File: src/rtl/alu_exec_unit_pkg.sv
// Shared types and operation codes for the RV32I execute unit.
// The ALU_* codes match the encoding produced by the ALU control decode stage.
package alu_exec_unit_pkg;

    localparam int unsigned ALU_XLEN    = 32;
    localparam int unsigned ALU_SHAMT_W = 5;
    localparam int unsigned ALU_SEL_W   = 4;

    localparam logic [ALU_SEL_W-1:0] ALU_ADD  = 4'd0;
    localparam logic [ALU_SEL_W-1:0] ALU_SUB  = 4'd1;
    localparam logic [ALU_SEL_W-1:0] ALU_SLL  = 4'd2;
    localparam logic [ALU_SEL_W-1:0] ALU_SLT  = 4'd3;
    localparam logic [ALU_SEL_W-1:0] ALU_SLTU = 4'd4;
    localparam logic [ALU_SEL_W-1:0] ALU_XOR  = 4'd5;
    localparam logic [ALU_SEL_W-1:0] ALU_SRL  = 4'd6;
    localparam logic [ALU_SEL_W-1:0] ALU_SRA  = 4'd7;
    localparam logic [ALU_SEL_W-1:0] ALU_OR   = 4'd8;
    localparam logic [ALU_SEL_W-1:0] ALU_AND  = 4'd9;
    localparam logic [ALU_SEL_W-1:0] ALU_PASS = 4'd10;

    typedef enum logic [1:0] {
        IDLE  = 2'd0,
        SHIFT = 2'd1,
        DONE  = 2'd2
    } state_e;

    typedef enum logic [1:0] {
        SH_SLL = 2'd0,
        SH_SRL = 2'd1,
        SH_SRA = 2'd2
    } shift_mode_e;

    typedef struct packed {
        logic z;
        logic c;
        logic v;
        logic n;
    } alu_flags_t;

    function automatic logic is_shift(input logic [ALU_SEL_W-1:0] sel);
        return (sel == ALU_SLL) || (sel == ALU_SRL) || (sel == ALU_SRA);
    endfunction

    function automatic shift_mode_e shift_mode(input logic [ALU_SEL_W-1:0] sel);
        shift_mode_e m;
        m = SH_SLL;
        if (sel == ALU_SRL) m = SH_SRL;
        if (sel == ALU_SRA) m = SH_SRA;
        return m;
    endfunction

endpackage

File: src/rtl/alu_exec_unit_shift_step.sv
// Combinational single-bit shifter (logical left, logical right, arithmetic right).
module alu_shift_step
    import alu_exec_unit_pkg::*;
#(
    parameter int unsigned W = ALU_XLEN
) (
    input  logic [W-1:0] din,
    input  shift_mode_e  mode,
    output logic [W-1:0] dout_c
);

    always_comb begin
        dout_c = din;
        case (mode)
            SH_SLL:  dout_c = {din[W-2:0], 1'b0};
            SH_SRL:  dout_c = {1'b0, din[W-1:1]};
            SH_SRA:  dout_c = {din[W-1], din[W-1:1]};
            default: dout_c = din;
        endcase
    end

endmodule

File: src/rtl/alu_exec_unit.sv
// Multi-cycle RV32I execute unit with valid/ready handshakes on both sides.
// Define ALU_EXEC_FAST_SHIFT_EN to replace the iterative shifter with a single-cycle barrel.
module alu_exec_unit
    import alu_exec_unit_pkg::*;
#(
    parameter int unsigned XLEN    = ALU_XLEN,
    parameter int unsigned SHAMT_W = ALU_SHAMT_W
) (
    input  logic                 clk,
    input  logic                 rst,
    input  logic                 flush,
    input  logic                 in_valid,
    output logic                 in_ready,
    input  logic [ALU_SEL_W-1:0] alu_sel,
    input  logic [XLEN-1:0]      op_a,
    input  logic [XLEN-1:0]      op_b,
    output logic                 out_valid,
    input  logic                 out_ready,
    output logic [XLEN-1:0]      result,
    output logic                 flag_z,
    output logic                 flag_c,
    output logic                 flag_v,
    output logic                 flag_n
);

    state_e           state, state_d;
    logic [XLEN-1:0]  result_d;
    alu_flags_t       flags_q, flags_d;
    logic [XLEN-1:0]  alu_res;
    logic             alu_c, alu_v;
    logic [XLEN:0]    sum_w, diff_w;
    logic [SHAMT_W-1:0] shamt;

    assign shamt  = op_b[SHAMT_W-1:0];
    assign flag_z = flags_q.z;
    assign flag_c = flags_q.c;
    assign flag_v = flags_q.v;
    assign flag_n = flags_q.n;

    // Single-cycle operations; carry and overflow come from an XLEN+1-bit sum.
    always_comb begin
        sum_w   = {1'b0, op_a} + {1'b0, op_b};
        diff_w  = {1'b0, op_a} - {1'b0, op_b};
        alu_res = op_b;
        alu_c   = 1'b0;
        alu_v   = 1'b0;
        case (alu_sel)
            ALU_ADD: begin
                alu_res = sum_w[XLEN-1:0];
                alu_c   = sum_w[XLEN];
                alu_v   = (op_a[XLEN-1] == op_b[XLEN-1]) && (sum_w[XLEN-1] != op_a[XLEN-1]);
            end
            ALU_SUB: begin
                alu_res = diff_w[XLEN-1:0];
                alu_c   = ~diff_w[XLEN];
                alu_v   = (op_a[XLEN-1] != op_b[XLEN-1]) && (diff_w[XLEN-1] != op_a[XLEN-1]);
            end
            ALU_SLT:  alu_res = {{(XLEN-1){1'b0}}, ($signed(op_a) < $signed(op_b))};
            ALU_SLTU: alu_res = {{(XLEN-1){1'b0}}, (op_a < op_b)};
            ALU_AND:  alu_res = op_a & op_b;
            ALU_OR:   alu_res = op_a | op_b;
            ALU_XOR:  alu_res = op_a ^ op_b;
            default:  alu_res = op_b;
        endcase
    end

`ifdef ALU_EXEC_FAST_SHIFT_EN
    // Barrel shifter: a chain of single-bit steps, each enabled when its index is below shamt.
    shift_mode_e     sh_mode_c;
    logic [XLEN-1:0] stage      [XLEN];
    logic [XLEN-1:0] stage_step [XLEN-1];
    logic [XLEN-1:0] barrel_c;

    assign sh_mode_c = shift_mode(alu_sel);
    assign stage[0]  = op_a;
    assign barrel_c  = stage[XLEN-1];

    for (genvar i = 0; i < XLEN - 1; i++) begin : g_barrel
        alu_shift_step #(.W(XLEN)) u_step (
            .din    (stage[i]),
            .mode   (sh_mode_c),
            .dout_c (stage_step[i])
        );
        assign stage[i+1] = (SHAMT_W'(i) < shamt) ? stage_step[i] : stage[i];
    end
`else
    shift_mode_e        mode_q, mode_d, step_mode;
    logic [XLEN-1:0]    work_q, work_d, step_in, step_c;
    logic [SHAMT_W-1:0] count_q, count_d;

    // The first shift happens in the accept cycle, so latency equals shamt.
    assign step_in   = (state == SHIFT) ? work_q : op_a;
    assign step_mode = (state == SHIFT) ? mode_q : shift_mode(alu_sel);

    alu_shift_step #(.W(XLEN)) u_step (
        .din    (step_in),
        .mode   (step_mode),
        .dout_c (step_c)
    );
`endif

    always_comb begin
        state_d   = state;
        result_d  = result;
        flags_d   = flags_q;
`ifndef ALU_EXEC_FAST_SHIFT_EN
        work_d    = work_q;
        count_d   = count_q;
        mode_d    = mode_q;
`endif
        case (state)
            IDLE: begin
                if (in_valid && !flush) begin
                    state_d = DONE;
                    if (is_shift(alu_sel)) begin
                        flags_d.c = 1'b0;
                        flags_d.v = 1'b0;
`ifdef ALU_EXEC_FAST_SHIFT_EN
                        result_d = barrel_c;
`else
                        if (shamt == '0) begin
                            result_d = op_a;
                        end else if (shamt == SHAMT_W'(1)) begin
                            result_d = step_c;
                        end else begin
                            work_d  = step_c;
                            count_d = shamt - SHAMT_W'(1);
                            mode_d  = shift_mode(alu_sel);
                            state_d = SHIFT;
                        end
`endif
                    end else begin
                        result_d  = alu_res;
                        flags_d.c = alu_c;
                        flags_d.v = alu_v;
                    end
                end
            end
`ifndef ALU_EXEC_FAST_SHIFT_EN
            SHIFT: begin
                if (count_q == SHAMT_W'(1)) begin
                    result_d = step_c;
                    count_d  = '0;
                    state_d  = DONE;
                end else begin
                    work_d  = step_c;
                    count_d = count_q - SHAMT_W'(1);
                end
            end
`endif
            DONE: begin
                if (out_ready) state_d = IDLE;
            end
            default: state_d = IDLE;
        endcase

        // Flush discards whatever is in flight and keeps the last delivered result.
        if (flush) begin
            state_d  = IDLE;
            result_d = result;
            flags_d  = flags_q;
`ifndef ALU_EXEC_FAST_SHIFT_EN
            count_d  = '0;
`endif
        end

        flags_d.z = (result_d == '0);
        flags_d.n = result_d[XLEN-1];
    end

    always_ff @(posedge clk or negedge rst) begin
        if (!rst) begin
            state     <= IDLE;
            in_ready  <= 1'b1;
            out_valid <= 1'b0;
            result    <= '0;
            flags_q   <= '0;
`ifndef ALU_EXEC_FAST_SHIFT_EN
            work_q    <= '0;
            count_q   <= '0;
            mode_q    <= SH_SLL;
`endif
        end else begin
            state     <= state_d;
            in_ready  <= (state_d == IDLE);
            out_valid <= (state_d == DONE);
            result    <= result_d;
            flags_q   <= flags_d;
`ifndef ALU_EXEC_FAST_SHIFT_EN
            work_q    <= work_d;
            count_q   <= count_d;
            mode_q    <= mode_d;
`endif
        end
    end

endmodule

File: config.mk
export PLATFORM = sky130hd
export DESIGN_NAME = alu_exec_unit
export DESIGN_NICKNAME = d
export VERILOG_FILES = /design/src/rtl/alu_exec_unit_pkg.sv /design/src/rtl/alu_exec_unit_shift_step.sv /design/src/rtl/alu_exec_unit.sv
export SDC_FILE = /design/constraint.sdc
export NUM_CORES = 1
export LEC_CHECK = 0
export CORE_ASPECT_RATIO = 0.6
export CORE_MARGIN = 2
export CORE_UTILIZATION = 25
export DETAILED_ROUTE_END_ITERATION = 10
export MAX_ROUTING_LAYER = met4
export PLACE_DENSITY = 0.42
export SLEW_MARGIN = 20
export SYNTH_ARGS = -nofsm -noshare
export SYNTH_HDL_FRONTEND = slang
export SYNTH_SLANG_ARGS = --single-unit
File: constraint.sdc
create_clock -name clk -period 6.2 [get_ports clk]
set_clock_uncertainty 0.2 [all_clocks]
set_input_delay 1.55 -clock clk [delete_from_list [all_inputs] [get_ports clk]]
set_output_delay 1.55 -clock clk [all_outputs]
set_load 0.01 [all_outputs]
# [Yosys cells after proc, flatten, opt, wreduce, memory -nomap -nowiden]
# Index checks and enable logic that the tools add are counted.
[word_totals] wordCells=108 output_inout_bits=38 ff_bits=79
[op_classes] n_addsub=4 n_reduce_logical=18 n_eq_ne=29 bitwise=7 magnitude_cmp=2 n_mux=37
[ops] operator="two-way mux 32 bit" count=12
[ops] operator="one-hot mux 32 bit (7 select lines)" count=1
[ops] operator="one-hot mux 32 bit (2 select lines)" count=2
[ops] operator="one-hot mux 32 bit (3 select lines)" count=1
[ops] operator="< comparator 32 bit" count=2
[ops] operator="adder 32 x 32 -> 33 bit" count=1
[ops] operator="subtractor 32 x 32 -> 33 bit" count=1
[ops] operator="bitwise AND 32 bit" count=1
[ops] operator="logical NOT 32 bit" count=1
[ops] operator="bitwise OR 32 bit" count=1
[ops] operator="XOR 32 bit" count=1
[ops] operator="two-way mux 5 bit" count=6
[ops] operator="two-way mux 2 bit" count=10
[ops] operator="equality test 4 x 3 -> 1 bit (second input constant)" count=4
[ops] operator="inequality test 3 bit (second input constant)" count=4
[ops] operator="equality test 5 x 1 -> 1 bit (second input constant)" count=2
[ops] operator="inequality test 2 bit (second input constant)" count=5
[ops] operator="one-hot mux 5 bit (2 select lines)" count=1
[ops] operator="AND reduction 5 bit" count=2
[ops] operator="subtractor 5 x 1 -> 5 bit (second input constant)" count=2
[ops] operator="equality test 4 x 2 -> 1 bit (second input constant)" count=2
[ops] operator="equality test 4 bit (second input constant)" count=2
[ops] operator="equality test 2 bit (second input constant)" count=3
[ops] operator="logical NOT 2 bit" count=3
[ops] operator="other kinds (17)" count=27

# [Depth between registers and ports, before layout]
[depth] ltp_word=13 ltp_mapped=16 ltp_nobuf=15

# [By module]
# A second synthesis with hierarchy kept.
[unflattened] cells_unflattened=1616 hier_area_um2=12009.0
[by_module_without_submodules] module="alu_exec_unit" instances=1 cells_per_inst=1510 area_each_um2=10925.5
[by_module_without_submodules] module="alu_shift_step" instances=1 cells_per_inst=106 area_each_um2=1083.5

# [Worst setup path after synthesis]
# No wires, ideal clock.
[synth_path] path_kind="input-to-reg" startpoint="in op_a[0]" endpoint="reg flags_q, in the netlist flag_z" t_arrival_ns=4.810 stages=15 setup_ns=0.080 path_slack_ns=1.110 path_buffers=0 required_time_ns=5.920 path_cell_list="inv_1 > ha_1 > inv_1 > fa_1 > nor2b_1 > o211ai_1 > a211oi_1 > o31ai_1 > a211oi_1 > a2bb2oi_1 > or4bb_1 > or4b_1 > nor4bb_1 > nand2_1 > nor3_2"
[synth_rtl] item="start: declaration" line_no="alu_exec_unit.sv:15" rtl="input logic [XLEN-1:0] op_a,"
[synth_rtl] item="end signal: assignment" line_no="alu_exec_unit.sv:188" rtl="flags_q <= flags_d;"
[synth_rtl] item="end: declaration" line_no="alu_exec_unit.sv:28" rtl="alu_flags_t flags_q, flags_d;"

==> flow_summary.json <==
{
  "outcome": "completed",
  "ir_drop_mv": 0.138,
  "firstDrtPassIters": 5,
  "grt_usage": 0.271,
  "async_flop_share": 1.00,
  "rsz0062_at_grt": "false",
  "final_layout_size_suffix_gt1_frac": 0.148,
  "cts_made_buffers": 9,
  "synth-edff-count": 0,
  "wl_per_cell_um": 26.3,
  "startpoint": "op_b[5]",
  "utilization": 0.323,
  "clk_pin_slew_ns": 0.06,
  "antenna_found_initial": 2,
  "yosys.area.top_type_share": 0.160,
  "cp-end-kind": "flip-flop",
  "met3_usage": 0.0454,
  "drc_errors": 0,
  "worst_pin_slew_ns": 1.29,
  "fill_cells": 5168,
  "seq_area_frac_synth": 0.162,
  "via_per_inst": 5.87,
  "ys_types": 95,
  "start_util": 0.252,
  "yosysTopAreaCell": "dfrtp_1",
  "period_needed_ns": 5.99,
  "grt_pass1_wl_mm": 97.4,
  "synthCells": 1691,
  "use_met2": 0.376,
  "crit_family": "compound AO/OA/AOI/OAI gates",
  "finalPower_w": 0.00288,
  "slew_headroom": 0.140,
  "final_net_count": 2075,
  "hp-class": "reg2reg",
  "finalSetupViolations": 0,
  "grt_overflow_total": 0,
  "hold_path_startpoint": "work_q[21]",
  "timing.fmax_mhz": 167,
  "critPathKind": "in2reg",
  "ys_warn_count": 0,
  "drt_iter0_markers": 1757,
  "gr-usage-met1": 0.396,
  "hold_viol": 0,
  "row_count": 62,
  "syn_nets": 1869,
  "grt.busiest_layer": "met1",
  "worstSkewPairLatency_ns": 0.36,
  "critPathMaxFanout": 7,
  "synth-main-ff-cell": "dfrtp_1",
  "r2r-start": "state[1]",
  "syn2layout_area_growth_pct": 27.9,
  "numClockSinks": 78,
  "dieArea_um2": 50000,
  "fin_ws_ns": 0.211,
  "wl_mm": 67.0,
  "ys_top_cells_by_area": "dfrtp_1 16%, ha_1 11%, nand2_1 6.6%",
  "grt_max_degree": 46,
  "vias": 14932,
  "io_pins": 111,
  "ys_ff_latch": 78,
  "synth_area_um2": 12000,
  "critPathArrivalTime_ns": 6.07,
  "cts_tree": "done",
  "holdBufCountCts": 0,
  "report.final.slew_viol_count": 0,
  "ctsHtreeMaxLevel": 3,
  "slowest_stage": "a211oi_1",
  "gp_congestion": 0.994,
  "required_ns": 6.28,
  "clock-root-buffer": "clkbuf_16",
  "path_buf_inv": 3,
  "maxCapViolations": 0,
  "die-width_um": 287,
  "dp_slack_ns": -0.331,
  "leakage_nw": 6.41,
  "clockBufferDepth": 2,
  "coreArea_um2": 47700,
  "port_buffers": 110,
  "fin_crit_sh": 0.966,
  "place_inst": 2525,
  "ant_nets": 0,
  "fin_cells": 2544,
  "cp-start-kind": "input pin",
  "hpwlAfterDp_mm": 54.7,
  "power_density_nw_per_um2": 187,
  "synth.avg_cell_area_um2": 7.12,
  "max_stage_delay_ns": 0.79,
  "grt_pass1_vias": 14137,
  "dieHeight_um": 174,
  "cp_cell_sequence": "clkdlybuf4s50_1 > inv_1 > ha_1 > buf_4 > o211ai_1 > o21ai_1 > a211oi_1 > a211oi_1 > a21oi_1 > or4b_1 > o41ai_1 > o31ai_1 > or3_1 > or3_1 > nor3_2"
}
[power by group]
part	leakage [nW]	switching, W	internal [W]	total, W
logic	5.27	0.000855	0.000613	0.00147
registers	0.986	0.000171	0.000641	0.000813
clock network	0.152	0.000244	0.000353	0.000597
[per-layer routing]
layer	share of wire	vias to the layer above
met5	0	-
met4	0.034	0
met3	0.085	113
met2	0.41	774
met1	0.48	7302
li1	-	6743
[repair_timing]
action | CTS | global route
gates resized for setup | 0 | 3
buffers inserted | 0 | 1
endpoints found under the hold margin | 0 | 0
setup endpoints to repair | 0 | 1
[state kept, by name, summed over array words and instances, names as in the netlist]
signal,count
mode_q,2
state,2
flag_c,1
flag_n,1
flag_z,1
in_ready,1
flag_v,1
out_valid,1
count_q,5
result,31
work_q,32
[tightest hold or removal path: stages (launching register included)]
cell,delay (ns)
dfrtp_1,0.36
nand2_1,0.05
o21ai_0,0.06
[area by class of cell]
type | count | area, um^2 | area share
clock inverter | 6 | 86.3 | 0.00561
clock buffer | 10 | 229 | 0.0149
inverter | 113 | 424 | 0.0276
multi-input combinational | 1380 | 9230 | 0.600
tap | 640 | 801 | 0.0520
sequential | 78 | 1950 | 0.127
timing repair buffer | 315 | 2660 | 0.173
antenna | 2 | 5.00 | 0.000325
[worst paths after layout]
check                        endpoint  slack [ns]  depth (start not counted)
min                        work_q[21]        0.31                          2
min reg2reg                work_q[21]        0.31                          2
max reg2reg                    flag_z        1.43                         11
max in group asynchronous  work_q[28]        3.80                          2
min in group asynchronous   result[3]        0.93                          1
max                            flag_z        0.21                         15
[cell families (layout without fill, tap and decap cells)]
group,after synthesis,after routing,share of synthesized area
AOI/OAI and AO/OA,625,625,0.357
xor gates and xnor gates,9,9,0.00655
adders and majority gates,105,105,0.110
buffers and inverters,233,444,0.0775
DFF,78,78,0.162
muxes,50,50,0.0425
other,0,2,0
and+or+nand+nor,591,591,0.244
[cell usage after synthesis, drive strengths merged, types with 30 or more instances]
cell type / n
o31ai: 30
dfrtp: 77
buf: 40
nand3: 41
nor2: 125
inv: 110
mux2i: 41
nor3: 37
nand2: 213
clkbuf: 80
o21ai: 109
ha: 103
a21oi: 137
a211oi: 34
o211ai: 45
[layout by cell type, fill, tap and decap left out, types with 10 or more instances in the layout]
cell	netlist	final
a32oi_1	10	10
o21bai_1	12	12
a2111oi_0	12	11
a221oi_1	18	18
nor4_1	17	16
a31oi_1	25	25
o311ai_0	10	10
clkdlybuf4s50_1	0	109
nor3_1	35	34
ha_1	103	103
nand3_1	41	41
nor2b_1	20	19
and2_1	11	11
dfrtp_1	77	76
o21ai_0	106	106
nand2b_1	18	18
o211ai_1	45	45
a22oi_1	12	12
mux2i_1	41	41
o31ai_1	30	29
a211oi_1	33	33
nand4_1	19	19
o22ai_1	26	26
a21o_1	17	17
a21oi_1	136	135
nor2_1	125	123
nand2_1	213	213
o221ai_1	15	15
buf_4	4	204
inv_1	110	110
or3_1	12	12
o21a_1	16	16
or2_2	11	11
[through the flow]
stage               hold slack (ns)  setup TNS, ns  instance area, um^2
finish                        0.306              0                15400
global route                  0.344              0                15400
CTS                           0.303              0                15400
detailed placement            0.286         -0.331                15000
global placement              0.275         -0.214                15000
floorplan                     0.261              0                12000
Note: power is estimated with default switching activity, not from simulation.
